[src/rtl/class_vote_accumulator.sv]
// Per-image class vote accumulator: counts per-class firing bits over all sliding windows,
// then scans the counters for the winning class and pulses result_valid once.
module class_vote_accumulator #(
  parameter int unsigned NUM_OUTPUT_CLASSES = 10,
  parameter int unsigned OUTPUT_DATA_WIDTH  = 10,
  parameter int unsigned NUM_WINDOWS        = 900,
  parameter int unsigned COUNT_WIDTH        = $clog2(NUM_WINDOWS + 1),
  parameter int unsigned CLASS_IDX_WIDTH    = $clog2(NUM_OUTPUT_CLASSES)
) (
  input  logic                         clk,
  input  logic                         rst,
  input  logic                         start,
  input  logic                         calc_valid,
  input  logic [OUTPUT_DATA_WIDTH-1:0] calc_output,
  output logic                         busy,
  output logic                         result_valid,
  output logic [CLASS_IDX_WIDTH-1:0]   result_class,
  output logic [COUNT_WIDTH-1:0]       result_count,
  output logic                         overrun
);

  typedef enum logic [1:0] {StIdle, StAccum, StArgmax, StDone} state_e;

  localparam logic [COUNT_WIDTH-1:0]     CountMax   = '1;
  localparam logic [COUNT_WIDTH-1:0]     LastWindow = COUNT_WIDTH'(NUM_WINDOWS - 1);
  localparam logic [CLASS_IDX_WIDTH-1:0] LastIdx    = CLASS_IDX_WIDTH'(NUM_OUTPUT_CLASSES - 1);

  state_e                     state_q, state_d;
  logic [COUNT_WIDTH-1:0]     count_q [NUM_OUTPUT_CLASSES];
  logic [COUNT_WIDTH-1:0]     count_d [NUM_OUTPUT_CLASSES];
  logic [COUNT_WIDTH-1:0]     window_cnt_q, window_cnt_d;
  logic [CLASS_IDX_WIDTH-1:0] scan_idx_q, scan_idx_d;
  logic [CLASS_IDX_WIDTH-1:0] best_class_q, best_class_d;
  logic [COUNT_WIDTH-1:0]     best_count_q, best_count_d;
  logic [CLASS_IDX_WIDTH-1:0] result_class_q, result_class_d;
  logic [COUNT_WIDTH-1:0]     result_count_q, result_count_d;
  logic                       result_valid_q, result_valid_d;
  logic                       overrun_q, overrun_d;
  // Set on entry to DONE; the result is published on the first DONE cycle.
  logic                       pending_q, pending_d;

  always_comb begin
    state_d        = state_q;
    count_d        = count_q;
    window_cnt_d   = window_cnt_q;
    scan_idx_d     = scan_idx_q;
    best_class_d   = best_class_q;
    best_count_d   = best_count_q;
    result_class_d = result_class_q;
    result_count_d = result_count_q;
    result_valid_d = 1'b0;
    overrun_d      = overrun_q;
    pending_d      = pending_q;

    unique case (state_q)
      StIdle, StDone: begin
        if (start) begin
          count_d        = '{default: '0};
          window_cnt_d   = '0;
          result_class_d = '0;
          result_count_d = '0;
          overrun_d      = 1'b0;
          pending_d      = 1'b0;
          state_d        = StAccum;
        end else begin
          if (calc_valid) overrun_d = 1'b1;
          if (pending_q) begin
            result_valid_d = 1'b1;
            result_class_d = best_class_q;
            result_count_d = best_count_q;
            pending_d      = 1'b0;
          end
        end
      end
      StAccum: begin
        if (calc_valid) begin
          for (int i = 0; i < NUM_OUTPUT_CLASSES; i++) begin
            if (calc_output[i] && (count_q[i] != CountMax)) count_d[i] = count_q[i] + 1'b1;
          end
          window_cnt_d = window_cnt_q + 1'b1;
          if (window_cnt_q == LastWindow) begin
            state_d      = StArgmax;
            scan_idx_d   = '0;
            best_class_d = '0;
            best_count_d = '0;
          end
        end
      end
      StArgmax: begin
        if (calc_valid) overrun_d = 1'b1;
        // Strict compare keeps the lowest index on ties.
        if (count_q[scan_idx_q] > best_count_q) begin
          best_class_d = scan_idx_q;
          best_count_d = count_q[scan_idx_q];
        end
        if (scan_idx_q == LastIdx) begin
          state_d   = StDone;
          pending_d = 1'b1;
        end else begin
          scan_idx_d = scan_idx_q + 1'b1;
        end
      end
      default: state_d = StIdle;
    endcase
  end

  always_ff @(posedge clk) begin
    if (rst) begin
      state_q        <= StIdle;
      count_q        <= '{default: '0};
      window_cnt_q   <= '0;
      scan_idx_q     <= '0;
      best_class_q   <= '0;
      best_count_q   <= '0;
      result_class_q <= '0;
      result_count_q <= '0;
      result_valid_q <= 1'b0;
      overrun_q      <= 1'b0;
      pending_q      <= 1'b0;
    end else begin
      state_q        <= state_d;
      count_q        <= count_d;
      window_cnt_q   <= window_cnt_d;
      scan_idx_q     <= scan_idx_d;
      best_class_q   <= best_class_d;
      best_count_q   <= best_count_d;
      result_class_q <= result_class_d;
      result_count_q <= result_count_d;
      result_valid_q <= result_valid_d;
      overrun_q      <= overrun_d;
      pending_q      <= pending_d;
    end
  end

  assign busy         = (state_q == StAccum) || (state_q == StArgmax);
  assign result_valid = result_valid_q;
  assign result_class = result_class_q;
  assign result_count = result_count_q;
  assign overrun      = overrun_q;

endmodule

[config.mk]
export PLATFORM = sky130hd
export DESIGN_NAME = class_vote_accumulator
export DESIGN_NICKNAME = d
export VERILOG_FILES = /design/src/rtl/class_vote_accumulator.sv
export SDC_FILE = /design/constraint.sdc
export NUM_CORES = 1
export LEC_CHECK = 0
export CORE_MARGIN = 3
export CORE_UTILIZATION = 29
export CTS_BUF_LIST = sky130_fd_sc_hd__clkbuf_8
export DETAILED_ROUTE_END_ITERATION = 12
export REMOVE_ABC_BUFFERS = 1
export SLEW_MARGIN = 10
export SYNTH_ARGS = -nofsm -noshare
export SYNTH_HDL_FRONTEND = slang
export SYNTH_SLANG_ARGS = --single-unit
[constraint.sdc]
create_clock -name clk -period 5.5 [get_ports clk]
set_input_delay 1.1 -clock clk [delete_from_list [all_inputs] [get_ports clk]]
set_output_delay 1.1 -clock clk [all_outputs]
set_load 0.01 [all_outputs]
==> results of run 1 <==
[per-stage QoR]
stage                     utilization (%)  setup WS (ns)  power (mW)
final                                33.4           1.48        2.65
after global routing                 33.4           1.23        2.78
after CTS                            33.4           1.46        2.66
after detailed placement             31.9           1.49        1.79
after global placement               31.9           1.59        1.79
after floorplan                         -           1.40        1.56
[path summary, 6_finish.rpt]
kind	start	endpoint	slack, ns	depth (start not counted)
min	result_class[3]	result_class[3]	0.48	1
max reg2reg	scan_idx_q[1]	best_class_q[2]	1.48	9
min reg2reg	result_class[3]	result_class[3]	0.48	1
max	scan_idx_q[1]	best_class_q[2]	1.48	9
[power by group]
group | switching (mW) | internal [mW]
Clock | 0.457 | 0.420
Sequential | 0.0329 | 1.08
Combinational | 0.489 | 0.167
[critical path, delay by kind of cell (launching register included)]
kind                       cells  cell delay (ns)
adders and majority gates      1             0.36
DFF                            1             1.14
AOI/OAI and AO/OA              6             1.88
muxes                          2             0.57
[per-layer routing]
layer | wire length, um | share of wire, % | vias to the layer above
met4 | 380 | 1.7 | 0
met1 | 10500 | 48 | 3365
met3 | 1310 | 6.0 | 21
li1 | - | - | 3410
met5 | 0 | 0 | -
met2 | 9850 | 45 | 200
[cells in the final DEF, fill, tap and decap left out, drive strengths merged, types with 13 or more instances in the layout]
cell | synthesis | routed
o31ai | 21 | 21
nand2 | 69 | 69
ha | 26 | 26
a2111oi | 14 | 14
clkdlybuf4s50 | 0 | 29
and3 | 17 | 17
a22o | 26 | 26
a211oi | 15 | 15
nand3 | 43 | 43
xnor2 | 26 | 26
dfxtp | 147 | 147
or4 | 31 | 31
nand4 | 24 | 24
inv | 36 | 42
mux4 | 20 | 20
a21oi | 55 | 55
o21ai | 26 | 26
mux2i | 23 | 23
nor2 | 83 | 83
nor3 | 13 | 13
clkbuf | 17 | 18
[flip-flops by register name, summed over array words and instances, names as in the netlist]
| name | cells |
|---|---|
| pending_q | 1 |
| result_valid | 1 |
| scan_idx_q | 4 |
| result_count | 10 |
| best_count_q | 10 |
| overrun | 1 |
| count_q | 100 |
| result_class | 4 |
| window_cnt_q | 10 |
| best_class_q | 4 |
| state_q | 2 |
[cell families after synthesis]
group | after synthesis
adder cells (fa/ha/maj) | 26
buffers and inverters | 87
AND/OR/NAND/NOR | 331
XOR/XNOR | 34
multiplexers | 44
AO/OA/AOI/OAI | 226
flip-flops | 147
[layout make-up]
class	instances	share of cell area, %
inverters	36	1.49
clock buffers	18	2.73
well taps	372	5.13
clock inverters	14	1.67
multi-input cells	661	52.4
repair buffers	41	4.16
flip-flops and latches	147	32.4
==> metrics, run 1 <==
average size of a mapped cell=9.04 um^2; wire per inst=17.1 um; maximum number of pins on one net before global-route repair=45; Arrival @ worst endpoint=4.42 ns; outcome=finished clean; area fraction in compound gates after synthesis=20.8%; Synth Area in Simple Gates=21.6%; combined area of all synthesized cells=8090 um^2; CP peak stage delay=1.14 ns; maximum VDD drop=0.000169 V; total area of multi-input combinational cells=4750 um^2; hold slack=0.481 ns; Synth Area in Adders=4.02%; Seq cells post-synth=147; # diodes=0; kind of critical path=reg2reg; core area=27200 um^2; met1 Track Usage GR=20.5%; busiest grt layer=met2; die height=173 um; number of hold buffers added after CTS=0; IO Port Bufs=30; aggregate global-route resource usage=14.5%; first drt pass iteration count=4; width of the die=173 um; setup repair bufs after CTS=0; number of top-level pins=31; Synth async-reset ratio=0%; H-Tree Depth=4; Synth top area share=36.4%; routing usage on met2=22.2%; number of non-filler instances in the completed layout=1289; M3 GR Usage=3.16%; f_max=0.249 GHz; mux cell area share after synthesis=8.64%; DR iter-0 viols=541; number of antenna violations at the first check in global routing=0; synthesized instance count=895; static leakage power=2.88 nW; synthesized-area fraction occupied by xor and xnor cells=3.68%; combinational family with the most area after synthesis=simple AND/OR/NAND/NOR gates; path category of the worst min-delay check=reg2reg; CTS buffer count=17; average via count per standard cell=5.43; RSZ-0062 raised after global routing=false; summed area of non-filler cells in the final layout=9070 um^2; required time reported for the critical path endpoint=5.89 ns; cell types occupying the most area after synthesis=sky130_fd_sc_hd__dfxtp_1, sky130_fd_sc_hd__mux4_2, sky130_fd_sc_hd__ha_1, sky130_fd_sc_hd__nor2_1, sky130_fd_sc_hd__a21oi_1; fill cell total of the finished layout=2827; Post-synth top cells=sky130_fd_sc_hd__dfxtp_1, sky130_fd_sc_hd__nor2_1, sky130_fd_sc_hd__nand2_1, sky130_fd_sc_hd__a21oi_1, sky130_fd_sc_hd__nand3_1; Worst-Margin Slew=1.22 ns; CTS Sinks=147; dominant cell by count in the synthesized netlist=sky130_fd_sc_hd__dfxtp_1; final period demand of the worst path=4.02 ns; clock latency of the later-clocked register in the worst-skew pair=0.46 ns; # setup viols final=0; area of all sequential standard cells=2940 um^2; pins over their slew limit=0; overall via count from detail_route=6996; Final TNS setup=0 ns; TritonCTS clock tree=done; Seq/Total Area, Yosys=36.4%; starting density of the core=29.8%; Slowest cell on crit path=sky130_fd_sc_hd__dfxtp_1; headroom to the max-slew limit=18.6%; Setup crit start kind=flip-flop; number of global-route vias before repair=6367; final weighted congestion in routability-driven placement=0.864; DRC violation count after routing=0; DIE AREA=29900 um^2; std cell rows=60; nets=944; cells traversed along the worst timing path=mux4_2, mux2i_1, o22ai_1, ha_1, a21oi_1, o21ai_0, a2111o_1, a211oi_2, a22o_1; Critical Path End Type=flip-flop; dpl cells=1257; flip-flop cell with the highest count after synthesis=sky130_fd_sc_hd__dfxtp_1; top fanout value on the critical path=27; share of the clock period used by the worst path=73.1%; Syn. warnings=0; Synth area leader=sky130_fd_sc_hd__dfxtp_1; global route overflow=0; final hold viol count=0; worst clock skew=0.0170 ns; library cells used by synthesis=69; placed wire-length estimate=15600 um; number of gates given a new drive strength after cts=0; Power Dens Cells=292 nW/um^2; Cell Area, Placed=8670 um^2; number of flops mapped to enable cells by yosys=0; register clock-pin slew on the reported worst setup and hold paths=0.08 ns; max-cap check violation count=0; CTS Root Buffer Type=sky130_fd_sc_hd__clkbuf_8; clock buffer depth=2; wire length of the first global-routing pass=35400 um; area growth from synthesis to layout=12.1%; share of post-route cells with drive strength above 1=10.5%; final WL=22000 um; final antenna-violating net count=0
(Power assumes the default switching activity.)
==> run 2: changes to the inputs <==
- clock period: 5.5 -> 3.46 ns (I/O delays scaled with it)
==> metrics, run 2 (synthesis results as in run 1) <==
outcome=finished clean; CTS Sinks=147 (unchanged); DRC violation count after routing=0 (unchanged); overall via count from detail_route=7124 (+1.8%); # diodes=0 (unchanged); TritonCTS clock tree=done; setup repair bufs after CTS=0 (unchanged); dpl cells=1280 (+1.8%); area growth from synthesis to layout=14.9%; final WL=22200 um (+0.95%); Worst-Margin Slew=0.881 ns (-0.338 ns); max-cap check violation count=0 (unchanged); DIE AREA=29900 um^2 (unchanged); width of the die=173 um (unchanged); clock buffer depth=2 (unchanged); Worst Hold Path Cells=1 (unchanged); first drt pass iteration count=5 (+1); nets=967 (+2.4%); core area=27200 um^2 (unchanged); starting density of the core=29.8% (unchanged); share of the clock period used by the worst path=90.3% (+17 points); number of non-filler instances in the completed layout=1310 (+1.6%); H-Tree Depth=4 (unchanged); commonest cells after routing, fill and taps aside=sky130_fd_sc_hd__dfxtp_1, sky130_fd_sc_hd__nor2_1, sky130_fd_sc_hd__nand2_1; pins over their slew limit=0 (unchanged); CTS Root Buffer Type=sky130_fd_sc_hd__clkbuf_8; number of global-route vias before repair=6500 (+2.1%); RSZ-0062 raised after global routing=false; Setup crit start kind=flip-flop; most common library cell in the layout ignoring fill and taps=sky130_fd_sc_hd__dfxtp_1; worst clock skew=0.0146 ns (-0.00245 ns); CTS buffer count=17 (unchanged); aggregate global-route resource usage=14.7% (+0.17 points); # setup viols final=0 (unchanged); required time reported for the critical path endpoint=3.86 ns (-2.03 ns); worst reg2reg path depth=11 (+2); final worst slack=0.335 ns (-1.14 ns); register clock-pin slew on the reported worst setup and hold paths=0.08 ns (about the same); top fanout value on the critical path=20 (-26%); kind of critical path=reg2reg; maximum number of pins on one net before global-route repair=32 (-29%); maximum VDD drop=0.000201 V (+19%); HP Start=result_count[4]; global route overflow=0 (unchanged); fill cell total of the finished layout=2853 (+0.92%); Arrival @ worst endpoint=3.52 ns (-0.90 ns); path category of the worst min-delay check=reg2reg; largest register by flop count=count_q; share of post-route cells with drive strength above 1=12.7% (+2.2 points); die height=173 um (unchanged); number of flip-flops in the largest register=100 (unchanged); static leakage power=3.01 nW (+4.5%); final period demand of the worst path=3.12 ns (-0.897 ns); average via count per standard cell=5.44 (+0.20%); clock latency of the later-clocked register in the worst-skew pair=0.46 ns (about the same); area of all sequential standard cells=2940 um^2 (unchanged); Critical Path End Type=flip-flop; wire length of the first global-routing pass=35700 um (+0.88%); DR iter-0 viols=598 (+11%); r2r startpoint=scan_idx_q[0]; Util after Layout=34.2% (+0.82 points); final weighted congestion in routability-driven placement=0.882 (+2.1%); Power Dens Cells=465 nW/um^2 (+59%); number of top-level pins=31 (unchanged); placed wire-length estimate=16200 um (+3.7%); wire per inst=17.0 um (-0.66%); slack of the worst reg-to-reg path=0.34 ns (-1.14 ns); IO Port Bufs=30 (unchanged); final hold viol count=0 (unchanged); number of hold buffers added after CTS=0 (unchanged); final antenna-violating net count=0 (unchanged); Final TNS setup=0 ns (unchanged); f_max=0.320 GHz (+29%); worst slack at placement=0.172 ns (-1.32 ns); number of antenna violations at the first check in global routing=0 (unchanged); total area of multi-input combinational cells=4770 um^2 (+0.37%); WHS Endpoint=result_count[4]; headroom to the max-slew limit=41.1% (+22 points); std cell rows=60 (unchanged); reg-to-reg endpoint=best_count_q[8]
==> run 2: cell types whose count changed in the layout (fill, tap and decap cells not counted) <==
| cell | previous run | this run |
|---|---|---|
| sky130_fd_sc_hd__clkinv_2 | 1 | 2 |
| sky130_fd_sc_hd__a2111oi_2 | 7 | 8 |
| sky130_fd_sc_hd__nor3_4 | 0 | 1 |
| sky130_fd_sc_hd__buf_12 | 0 | 3 |
| sky130_fd_sc_hd__inv_6 | 5 | 2 |
| sky130_fd_sc_hd__clkinv_4 | 1 | 2 |
| sky130_fd_sc_hd__bufinv_16 | 2 | 3 |
| sky130_fd_sc_hd__a2111oi_0 | 5 | 4 |
| sky130_fd_sc_hd__buf_4 | 11 | 31 |
| sky130_fd_sc_hd__clkinvlp_4 | 4 | 3 |
| sky130_fd_sc_hd__nor3_1 | 12 | 11 |
| sky130_fd_sc_hd__clkbuf_8 | 18 | 17 |
==> run 2: critical path, stage by stage, from the launching register on <==
cell                       delay, ns
sky130_fd_sc_hd__dfxtp_2        0.35
sky130_fd_sc_hd__buf_12         0.19
sky130_fd_sc_hd__mux4_2         0.51
sky130_fd_sc_hd__mux2i_1        0.16
sky130_fd_sc_hd__o22ai_1        0.14
sky130_fd_sc_hd__ha_1           0.34
sky130_fd_sc_hd__a21oi_1        0.14
sky130_fd_sc_hd__o21ai_0        0.15
sky130_fd_sc_hd__a2111o_1       0.50
sky130_fd_sc_hd__a211oi_2       0.20
sky130_fd_sc_hd__buf_4          0.23
sky130_fd_sc_hd__a22o_1         0.15
==> run 2: timing repair <==
| item | in CTS | in global routing |
|---|---|---|
| gates resized for setup | 0 | 3 |
| endpoints found under the hold margin | 0 | 0 |
| setup endpoints to repair | 0 | 12 |
==> run 2: area by class of cell <==
type | count | area share [%]
clock buffers | 17 | 2.52
clock inverters | 13 | 1.74
inverters | 36 | 1.45
multi-input cells | 661 | 51.3
flip-flops and latches | 147 | 31.7
well taps | 372 | 5.01
repair buffers | 64 | 6.32
==> run 2: power by group <==
| part | switching, mW | leakage (nW) | internal [mW] |
|---|---|---|---|
| clock | 0.686 | 0.196 | 0.705 |
| sequential | 0.0403 | 1.19 | 1.72 |
| combinational | 0.826 | 1.63 | 0.348 |
| total | 1.55 | 3.01 | 2.78 |
==> run 2: how the worst max path moves through the flow <==
stage                     slack, ns               to  depth (start not counted)          start
after global placement        -0.20  best_count_q[6]                         10  scan_idx_q[0]
after CTS                      0.16  best_count_q[8]                         10  scan_idx_q[0]
after floorplan               -0.64  best_class_q[0]                          9  scan_idx_q[0]
after global routing           0.12  best_count_q[8]                         10  scan_idx_q[0]
after detailed placement       0.17  best_count_q[1]                         10  scan_idx_q[0]
final                          0.34  best_count_q[8]                         11  scan_idx_q[0]
==> run 2: layer usage <==
| layer | global-route usage [%] | vias to the layer above | routed length, um |
|---|---|---|---|
| li1 | - | 3445 | - |
| met1 | 20.8 | 3432 | 10600 |
| met2 | 21.5 | 201 | 9510 |
| met3 | 2.85 | 46 | 1290 |
| met4 | 7.03 | 0 | 840 |
| met5 | 0 | - | 0 |
==> run 2: per-stage QoR <==
stage / power (mW) / hold slack, ns / area [um^2]
6_report: 4.33 / 0.482 / 9300
5_1_grt: 4.54 / 0.504 / 9300
4_1_cts: 4.36 / 0.484 / 9290
3_5_place_dp: 2.96 / 0.464 / 8890
3_3_place_gp: 2.96 / 0.462 / 8880
2_1_floorplan: 2.47 / 0.443 / 7830
==> run 3: changes to the inputs <==
- CTS_CLUSTER_SIZE: unset -> 10
- SLEW_MARGIN: 10 -> 20
- clock period: 3.46 -> 3.7 ns (I/O delays scaled with it)
==> metrics, run 3 (synthesis results as in run 1) <==
nets=959 (-0.83%); final hold viol count=0 (unchanged); headroom to the max-slew limit=39.2% (-1.9 points); setup repair bufs after CTS=0 (unchanged); die height=173 um (unchanged); static leakage power=2.96 nW (-1.7%); Worst-Margin Slew=0.895 ns (+0.0140 ns); RSZ-0062 raised after global routing=false; final WL=22100 um (-0.50%); r2r startpoint=scan_idx_q[0]; wire length of the first global-routing pass=35600 um (-0.25%); most common library cell in the layout ignoring fill and taps=sky130_fd_sc_hd__dfxtp_1; global route overflow=0 (unchanged); end of the critical path=best_count_q[4]; required time reported for the critical path endpoint=4.06 ns (+0.20 ns); outcome=finished clean; total power draw=3.93 mW (-9.1%); # setup viols final=0 (unchanged); DR iter-0 viols=452 (-24%); final weighted congestion in routability-driven placement=0.930 (+5.5%); number of global-route vias before repair=6461 (-0.60%); summed area of non-filler cells in the final layout=9190 um^2 (-1.2%); pins over their slew limit=0 (unchanged); path category of the worst min-delay check=reg2reg; CTS Root Buffer Type=sky130_fd_sc_hd__clkbuf_8; Power Dens Cells=428 nW/um^2 (-8.0%); Cell Area, Placed=8810 um^2 (-0.87%); CTS buffer count=17 (unchanged); worst reg2reg path depth=11 (unchanged); worst clock skew=0.0164 ns (+0.00177 ns); number of antenna violations at the first check in global routing=0 (unchanged); kind of critical path=reg2reg; number of top-level pins=31 (unchanged); final worst slack=0.417 ns (+0.0812 ns); Arrival @ worst endpoint=3.64 ns (+0.12 ns); std cell rows=60 (unchanged); fill cell total of the finished layout=2836 (-0.60%); area growth from synthesis to layout=13.6%; clock buffer depth=2 (unchanged); DRC violation count after routing=0 (unchanged); HP Start=best_class_q[2]; Critical Path Source=scan_idx_q[0]; DIE AREA=29900 um^2 (unchanged); reg-to-reg endpoint=best_count_q[4]; maximum number of pins on one net before global-route repair=38 (+19%); aggregate global-route resource usage=14.8% (+0.049 points); share of the clock period used by the worst path=88.7% (-1.6 points); first drt pass iteration count=5 (unchanged); average via count per standard cell=5.40 (-0.64%); maximum VDD drop=0.000206 V (+2.8%); # diodes=0 (unchanged); starting density of the core=29.8% (unchanged); overall via count from detail_route=7046 (-1.1%); slack of the worst reg-to-reg path=0.42 ns (+0.08 ns); wire per inst=17.0 um (about the same); final antenna-violating net count=0 (unchanged); final period demand of the worst path=3.28 ns (+0.159 ns); Setup crit start kind=flip-flop; number of flip-flops in the largest register=100 (unchanged); worst slack at placement=0.352 ns (+0.179 ns); share of post-route cells with drive strength above 1=11.9% (-0.78 points); TritonCTS clock tree=done; max-cap check violation count=0 (unchanged); H-Tree Depth=4 (unchanged); placed wire-length estimate=16000 um (-1.4%); top fanout value on the critical path=37 (+85%); core area=27200 um^2 (unchanged); clock latency of the later-clocked register in the worst-skew pair=0.47 ns (about the same); CTS Sinks=147 (unchanged); register clock-pin slew on the reported worst setup and hold paths=0.09 ns (about the same); width of the die=173 um (unchanged); largest register by flop count=count_q; IO Port Bufs=30 (unchanged); commonest cells after routing, fill and taps aside=sky130_fd_sc_hd__dfxtp_1, sky130_fd_sc_hd__nor2_1, sky130_fd_sc_hd__nand2_1; f_max=0.305 GHz (-4.8%); Critical Path End Type=flip-flop
-- run 3: cell count changes in the layout (fill, tap and decap cells not counted), sizes merged --
| cell | change |
|---|---|
| buf | -8 |
| bufinv | -2 |
| clkinv | +2 |
| inv | +2 |
| clkbuf | +1 |
| clkinvlp | -1 |
-- run 3: how the worst min path moves through the flow --
stage | to | cells after the start
floorplan | best_class_q[0] | 1
global route | result_count[3] | 1
finish | best_class_q[2] | 1
global placement | result_class[2] | 1
detailed placement | result_class[2] | 1
CTS | best_class_q[0] | 1
-- run 3: cell type report --
| type | count | area (um^2) | area share, % |
|---|---|---|---|
| clock buffers | 18 | 248 | 2.70 |
| clock inverters | 14 | 129 | 1.40 |
| inverters | 36 | 135 | 1.47 |
| multi-input cells | 661 | 4750 | 51.7 |
| flip-flops and latches | 147 | 2940 | 32.0 |
| well taps | 372 | 465 | 5.06 |
| repair buffers | 56 | 515 | 5.61 |
-- run 3: what timing repair did --
action / in CTS / in global routing
setup endpoints to repair: 0 / 2
hold buffers: 0 / 0
resized for setup: 0 / 1
-- run 3: power breakdown --
| part | switching (mW) | total, mW | internal (mW) |
|---|---|---|---|
| clock | 0.675 | 1.23 | 0.556 |
| combinational | 0.762 | 1.06 | 0.294 |
| sequential | 0.0374 | 1.65 | 1.61 |
| total | 1.47 | 3.93 | 2.46 |
-- run 3: worst max-delay path: stages (launching register included) --
cell and delay, ns:
sky130_fd_sc_hd__dfxtp_2 0.35, sky130_fd_sc_hd__buf_12 0.25, sky130_fd_sc_hd__mux4_2 0.53, sky130_fd_sc_hd__mux2i_1 0.15, sky130_fd_sc_hd__o22ai_1 0.12, sky130_fd_sc_hd__ha_1 0.33
sky130_fd_sc_hd__a21oi_1 0.14, sky130_fd_sc_hd__o21ai_0 0.13, sky130_fd_sc_hd__a2111oi_1 0.53, sky130_fd_sc_hd__nor3_1 0.19, sky130_fd_sc_hd__buf_4 0.22, sky130_fd_sc_hd__a22o_1 0.22
-- run 3: per-layer routing --
metal	part of all wire (%)	up-vias	track usage, %
li1	-	3433	-
met1	48	3399	21.0
met2	44	178	22.2
met3	5.4	36	2.96
met4	2.6	0	5.27
met5	0	-	0
-- run 3: per-stage QoR --
| stage | TNS (ns) | instances | hold WS, ns | utilization [%] |
|---|---|---|---|---|
| final | 0 | 1304 | 0.484 | 33.8 |
| after global routing | 0 | 1304 | 0.500 | 33.8 |
| after CTS | 0 | 1304 | 0.489 | 33.8 |
| after detailed placement | 0 | 1272 | 0.468 | 32.4 |
| after global placement | 0 | 1272 | 0.462 | 32.4 |
| after floorplan | -6.69 | 844 | 0.443 | - |
